### src/rtl/tdc_hw_stats_if.sv
// Sample/result bundle between the TDC pop-count stage, tdc_hw_stats and its consumer.
// TDC_HW_STATS_SUMSQ_EN adds the res_sumsq result lane.
interface tdc_hw_stats_if #(
    parameter int HW_W       = 7,
    parameter int LOG2_NSAMP = 4
);
    logic                       start;
    logic                       sample_en;
    logic [HW_W-1:0]            hw_in;
    logic                       busy;
    logic                       res_valid;
    logic                       res_ready;
    logic [HW_W+LOG2_NSAMP-1:0] res_sum;
    logic [HW_W-1:0]            res_mean;
    logic [HW_W-1:0]            res_min;
    logic [HW_W-1:0]            res_max;
    logic                       start_drop;
`ifdef TDC_HW_STATS_SUMSQ_EN
    logic [2*HW_W+LOG2_NSAMP-1:0] res_sumsq;

    modport master (
        output start, sample_en, hw_in, res_ready,
        input  busy, res_valid, res_sum, res_mean, res_min, res_max, start_drop, res_sumsq
    );
    modport slave (
        input  start, sample_en, hw_in, res_ready,
        output busy, res_valid, res_sum, res_mean, res_min, res_max, start_drop, res_sumsq
    );
`else
    modport master (
        output start, sample_en, hw_in, res_ready,
        input  busy, res_valid, res_sum, res_mean, res_min, res_max, start_drop
    );
    modport slave (
        input  start, sample_en, hw_in, res_ready,
        output busy, res_valid, res_sum, res_mean, res_min, res_max, start_drop
    );
`endif
endinterface

### src/rtl/tdc_hw_stats.sv
// Windowed sum/mean/min/max of TDC Hamming weights with a flush-skip phase and valid/ready result.
// Optional TDC_HW_STATS_SUMSQ_EN also accumulates the sum of squares for variance.
module tdc_hw_stats #(
    parameter int HW_W       = 7,
    parameter int LOG2_NSAMP = 4,
    parameter int SKIP       = 3
) (
    input logic          clk,
    input logic          rst,
    input logic          en,
    tdc_hw_stats_if.slave bus
);
    localparam int SW  = HW_W + LOG2_NSAMP;
    localparam int SKW = (SKIP > 1) ? $clog2(SKIP) : 1;
    localparam logic [SKW-1:0]        SKIP_LAST = SKW'((SKIP > 0) ? SKIP - 1 : 0);
    localparam logic [LOG2_NSAMP-1:0] SAMP_LAST = '1;

    typedef enum logic [1:0] {S_IDLE, S_SKIP, S_ACCUM, S_HOLD} state_t;
    localparam state_t FIRST = (SKIP == 0) ? S_ACCUM : S_SKIP;

    state_t                state, nxt;
    logic [SKW-1:0]        skip_cnt;
    logic [LOG2_NSAMP-1:0] samp_cnt;
    logic [SW-1:0]         acc, sum_nxt, res_sum;
    logic [HW_W-1:0]       run_min, run_max, min_nxt, max_nxt, res_min, res_max;
    logic                  start_ok, skip_done, win_done, start_drop;
    logic                  busy, res_valid;

    function automatic logic [HW_W-1:0] mean_of(input logic [SW-1:0] s);
        return s[SW-1 -: HW_W];
    endfunction

    // A start is only honoured when no window or unread result is pending.
    assign start_ok  = bus.start && (state == S_IDLE || (state == S_HOLD && bus.res_ready));
    assign skip_done = (state == S_SKIP) && bus.sample_en && (skip_cnt == SKIP_LAST);
    assign win_done  = (state == S_ACCUM) && bus.sample_en && (samp_cnt == SAMP_LAST);
    assign sum_nxt   = acc + SW'(bus.hw_in);
    assign min_nxt   = (bus.hw_in < run_min) ? bus.hw_in : run_min;
    assign max_nxt   = (bus.hw_in > run_max) ? bus.hw_in : run_max;

`ifdef TDC_HW_STATS_SUMSQ_EN
    localparam int QW = 2*HW_W + LOG2_NSAMP;
    logic [2*HW_W-1:0] sq;
    logic [QW-1:0]     acc_sq, sq_nxt, res_sumsq;
    assign sq            = (2*HW_W)'(bus.hw_in) * (2*HW_W)'(bus.hw_in);
    assign sq_nxt        = acc_sq + QW'(sq);
    assign bus.res_sumsq = res_sumsq;
`endif

    always_ff @(posedge clk) begin
        if (!rst)
            state <= S_IDLE;
        else if (en)
            state <= nxt;
    end

    always_comb begin
        nxt = state;
        case (state)
            S_IDLE:  if (start_ok)      nxt = FIRST;
            S_SKIP:  if (skip_done)     nxt = S_ACCUM;
            S_ACCUM: if (win_done)      nxt = S_HOLD;
            S_HOLD:  if (bus.res_ready) nxt = bus.start ? FIRST : S_IDLE;
            default:                    nxt = S_IDLE;
        endcase
    end

    always_comb begin
        busy      = 1'b0;
        res_valid = 1'b0;
        case (state)
            S_SKIP, S_ACCUM: busy      = 1'b1;
            S_HOLD:          res_valid = 1'b1;
            default: ;
        endcase
    end

    always_ff @(posedge clk) begin
        if (!rst) begin
            skip_cnt   <= '0;
            samp_cnt   <= '0;
            acc        <= '0;
            run_min    <= '0;
            run_max    <= '0;
            res_sum    <= '0;
            res_min    <= '0;
            res_max    <= '0;
            start_drop <= 1'b0;
`ifdef TDC_HW_STATS_SUMSQ_EN
            acc_sq     <= '0;
            res_sumsq  <= '0;
`endif
        end else if (en) begin
            if (start_ok) begin
                skip_cnt   <= '0;
                samp_cnt   <= '0;
                acc        <= '0;
                run_min    <= '1;
                run_max    <= '0;
                start_drop <= 1'b0;
`ifdef TDC_HW_STATS_SUMSQ_EN
                acc_sq     <= '0;
`endif
            end else begin
                if (bus.start && state != S_IDLE)
                    start_drop <= 1'b1;
                if (state == S_SKIP && bus.sample_en)
                    skip_cnt <= skip_cnt + 1'b1;
                if (state == S_ACCUM && bus.sample_en) begin
                    acc      <= sum_nxt;
                    run_min  <= min_nxt;
                    run_max  <= max_nxt;
                    samp_cnt <= samp_cnt + 1'b1;
`ifdef TDC_HW_STATS_SUMSQ_EN
                    acc_sq   <= sq_nxt;
                    if (win_done) res_sumsq <= sq_nxt;
`endif
                    if (win_done) begin
                        res_sum <= sum_nxt;
                        res_min <= min_nxt;
                        res_max <= max_nxt;
                    end
                end
            end
        end
    end

    assign bus.busy       = busy;
    assign bus.res_valid  = res_valid;
    assign bus.res_sum    = res_sum;
    assign bus.res_mean   = mean_of(res_sum);
    assign bus.res_min    = res_min;
    assign bus.res_max    = res_max;
    assign bus.start_drop = start_drop;
endmodule
### src/flat_wrapper.sv
// flat-port wrapper written by rule: the top's interface ports become plain ports
module tdc_hw_stats_flat 
#(
    parameter int HW_W       = 7,
    parameter int LOG2_NSAMP = 4,
    parameter int SKIP       = 3
)
  (clk, rst, en, bus_start, bus_sample_en, bus_hw_in, bus_res_ready, bus_busy, bus_res_valid, bus_res_sum, bus_res_mean, bus_res_min, bus_res_max, bus_start_drop);
  tdc_hw_stats_if #(.HW_W(HW_W), .LOG2_NSAMP(LOG2_NSAMP)) bus_i ();
  input logic clk;
  input logic rst;
  input logic en;
  input wire logic [$bits(bus_i.start)-1:0] bus_start;
  input wire logic [$bits(bus_i.sample_en)-1:0] bus_sample_en;
  input wire logic [$bits(bus_i.hw_in)-1:0] bus_hw_in;
  input wire logic [$bits(bus_i.res_ready)-1:0] bus_res_ready;
  output wire logic [$bits(bus_i.busy)-1:0] bus_busy;
  output wire logic [$bits(bus_i.res_valid)-1:0] bus_res_valid;
  output wire logic [$bits(bus_i.res_sum)-1:0] bus_res_sum;
  output wire logic [$bits(bus_i.res_mean)-1:0] bus_res_mean;
  output wire logic [$bits(bus_i.res_min)-1:0] bus_res_min;
  output wire logic [$bits(bus_i.res_max)-1:0] bus_res_max;
  output wire logic [$bits(bus_i.start_drop)-1:0] bus_start_drop;
  assign bus_i.start = bus_start;
  assign bus_i.sample_en = bus_sample_en;
  assign bus_i.hw_in = bus_hw_in;
  assign bus_i.res_ready = bus_res_ready;
  assign bus_busy = bus_i.busy;
  assign bus_res_valid = bus_i.res_valid;
  assign bus_res_sum = bus_i.res_sum;
  assign bus_res_mean = bus_i.res_mean;
  assign bus_res_min = bus_i.res_min;
  assign bus_res_max = bus_i.res_max;
  assign bus_start_drop = bus_i.start_drop;
  tdc_hw_stats #(.HW_W(HW_W), .LOG2_NSAMP(LOG2_NSAMP), .SKIP(SKIP)) u_core (.clk(clk), .rst(rst), .en(en), .bus(bus_i));
endmodule
### config.mk
export PLATFORM = sky130hd
export DESIGN_NAME = tdc_hw_stats_flat
export DESIGN_NICKNAME = d
export VERILOG_FILES = /design/src/rtl/tdc_hw_stats_if.sv /design/src/rtl/tdc_hw_stats.sv /design/src/flat_wrapper.sv
export SDC_FILE = /design/constraint.sdc
export NUM_CORES = 1
export LEC_CHECK = 0
export CAP_MARGIN = 10
export CORE_UTILIZATION = 40
export DETAILED_ROUTE_END_ITERATION = 12
export DONT_BUFFER_PORTS = 1
export PLACE_DENSITY = 0.59
export SLEW_MARGIN = 20
export SYNTH_ARGS = -nofsm -noshare
export SYNTH_HDL_FRONTEND = slang
export SYNTH_SLANG_ARGS = --single-unit
### constraint.sdc
create_clock -name clk -period 4 [get_ports clk]
set_clock_uncertainty 0.2 [all_clocks]
set_input_delay 0.4 -clock clk [delete_from_list [all_inputs] [get_ports clk]]
set_output_delay 0.4 -clock clk [all_outputs]
set_load 0.1 [all_outputs]
==> results.toml <==
[setup_path]
start_kind = "register"
required_ps = 4080
path_buf_inv = 2
critical_path_class = "reg -> reg"
crit_path_max_incr_delay_ps = 480
crit_arrival_ps = 2760
crit_family = "compound AO/OA/AOI/OAI gates"
worstPathMaxFanout = 15
critPathCaptureType = "register"
path_cells = "inv_1 > ha_1 > a21o_4 > a211oi_4 > buf_4 > nand2b_1 > a2111oi_0 > a311o_1"
cp_slowest_cell = "a2111oi_0"

[synth]
yosysUniqueCellTypes = 52
synth_edf_count = 0
postSynthCellCount = 368
syn_avg_cell_area_um2 = 8.741
ys.flop_type = "dfxtp_1"
ys_top_cells_by_count = "dfxtp_1 (59), a21oi_1 (37), nand2_1 (36), o21ai_0 (29), ha_1 (27)"
ys_seq_elements = 59
synth.cell_area_um2 = 3217
async_flop_share_pct = 0
ys_seq_area_share_pct = 36.72
yosysWarnings = 0
yosys.area.top_type = "dfxtp_1"
synthTopCellsByArea = "dfxtp_1 (37%), ha_1 (11%), a21oi_1 (5.8%)"
syn_nets = 409
yosysTopAreaCellShare_pct = 36.72
post-synth-top-count-cell = "dfxtp_1"

[route]
routedWlPerCell_um = 16.15
first_pass_iters = 4
routed_via_density = 5.605
route.detailed.drc = 0
vias = 2668
first_iter_violations = 116
routed_wirelength_um = 7687
drtAntennaViolNets = 0

[clock_network]
htreeDepth = 3
clock_sinks = 59
numCtsBuffers = 9
cts_tree = "done"
root_buffer = "clkbuf_8"
cts_resized = 0
cts_max_path_buffers = 2
clk_latency_ps = 350
clkTransAtPathRegs_ps = 70
cts_setup_buffers = 0
hold_buffers = 8

[cells_and_area]
drive_gt1_share_pct = 11.23
syn2layout_area_growth_pct = 11.59
antenna_cells = 0
nets = 410

[placement]
place_ws_ps = 1284
portBuffers = 0
place.gp.congestion = 0.7604
place_hpwl_um = 5144

[outcome]
status = "finished clean"

[power_and_ir_drop]
p_per_area_nw_per_um2 = 412.9
p_total_mw = 1.482
power_leakage_nw = 1.319
ir_drop_mv = 0.1405

[sta]
fmax_mhz = 373.8
setup-tns-final_ps = 0
holdWs_ps = 22.01
rsz0062_at_grt = "no"
setup_viol = 0
fin_crit_ps = 2675
setup_slack_ps = 1325
slew_headroom_pct = 31.17
fin_crit_sh_pct = 66.88
worst_pin_slew_ps = 1032
final_hold_viol_count = 0
slew_violations = 0

[global_routing]
grt_overflow_total = 0
grt_max_degree = 31
track_usage_pct = 19.90
grt_first_pass_wirelength_um = 13120
grt_pass1_vias = 2583
antenna_found_initial = 0

[die]
dieArea_um2 = 8404
dieHeight_um = 91.68
start_util_pct = 41.41
fp.dieW_um = 91.68
core_area_um2 = 7767
io_pins = 48
placementRows = 32

[worst_hold_path]
holdCritPathClass = "in -> reg"

[job]
max_cap_viol_count = 0
metrics by stage:
stage / cells / cell area, µm² / utilization [%]
2_1_floorplan: 368 / 3217 / -
3_3_place_gp: 452 / 3264 / 42.03
3_5_place_dp: 452 / 3264 / 42.03
4_1_cts: 476 / 3595 / 46.28
5_1_grt: 476 / 3590 / 46.21
6_report: 476 / 3590 / 46.21
worst paths after layout:
path	endpoint	slack (ps)	start	cells past startpoint
worst min register to register	u_core.acc[5]	260	u_core.acc[5]	2
worst max-delay path	u_core.bus.res_sum[7]	1320	u_core.state[1]	8
worst max register to register	u_core.bus.res_sum[7]	1320	u_core.state[1]	8
worst min-delay path	u_core.run_max[0]	20	rst	2
cell type report:
type,count,area [µm²]
clock buffers,10,137.6
clock inverters,6,112.6
fillers,786,4178
inverters,25,93.84
multi-input cells,262,1823
flip-flops and latches,59,1190
well taps,102,127.6
repair buffers,12,105.1
where the power goes:
part	switching, mW	internal (mW)	total, mW
logic	0.113	0.0686	0.182
registers	0.0142	0.599	0.613
clock network	0.257	0.431	0.687
placed cells by master (no fill, tap or decap), types with 10 or more instances in the layout:
master and n:
a21oi_1 37, clkbuf_8 10, dfxtp_1 52, ha_1 27, inv_1 24, mux2i_1 14, nand2_1 36, nand3_1 10
nor2_1 18, o21ai_0 29
metal layers:
| layer | track usage (%) | up-vias | wire [µm] |
|---|---|---|---|
| met5 | 0 | - | 0 |
| met4 | 8.862 | 0 | 127 |
| met3 | 4.312 | 10 | 278 |
| met2 | 30.76 | 43 | 3483 |
| met1 | 26.55 | 1265 | 3798 |
| li1 | - | 1350 | - |
sequential cells by signal (all words and copies together) (netlist names):
signal and flops:
u_core.bus.start_drop 1, u_core.samp_cnt 4, u_core.state 2, u_core.bus.res_min 7, u_core.bus.res_max 7, u_core.bus.res_sum 11
u_core.skip_cnt 2, u_core.acc 11, u_core.run_max 7, u_core.run_min 7
kinds of logic (layout without fill, tap and decap cells):
family | Yosys count | after routing | share of synthesized area (%)
compound gates | 125 | 125 | 26.99
simple gates | 90 | 90 | 12.84
flops | 59 | 59 | 36.72
buf+inv | 47 | 53 | 6.612
fa+ha+maj | 28 | 28 | 11.12
mux | 14 | 14 | 4.356
xor+xnor | 5 | 5 | 1.362
Note: power is estimated with default switching activity, not from simulation.
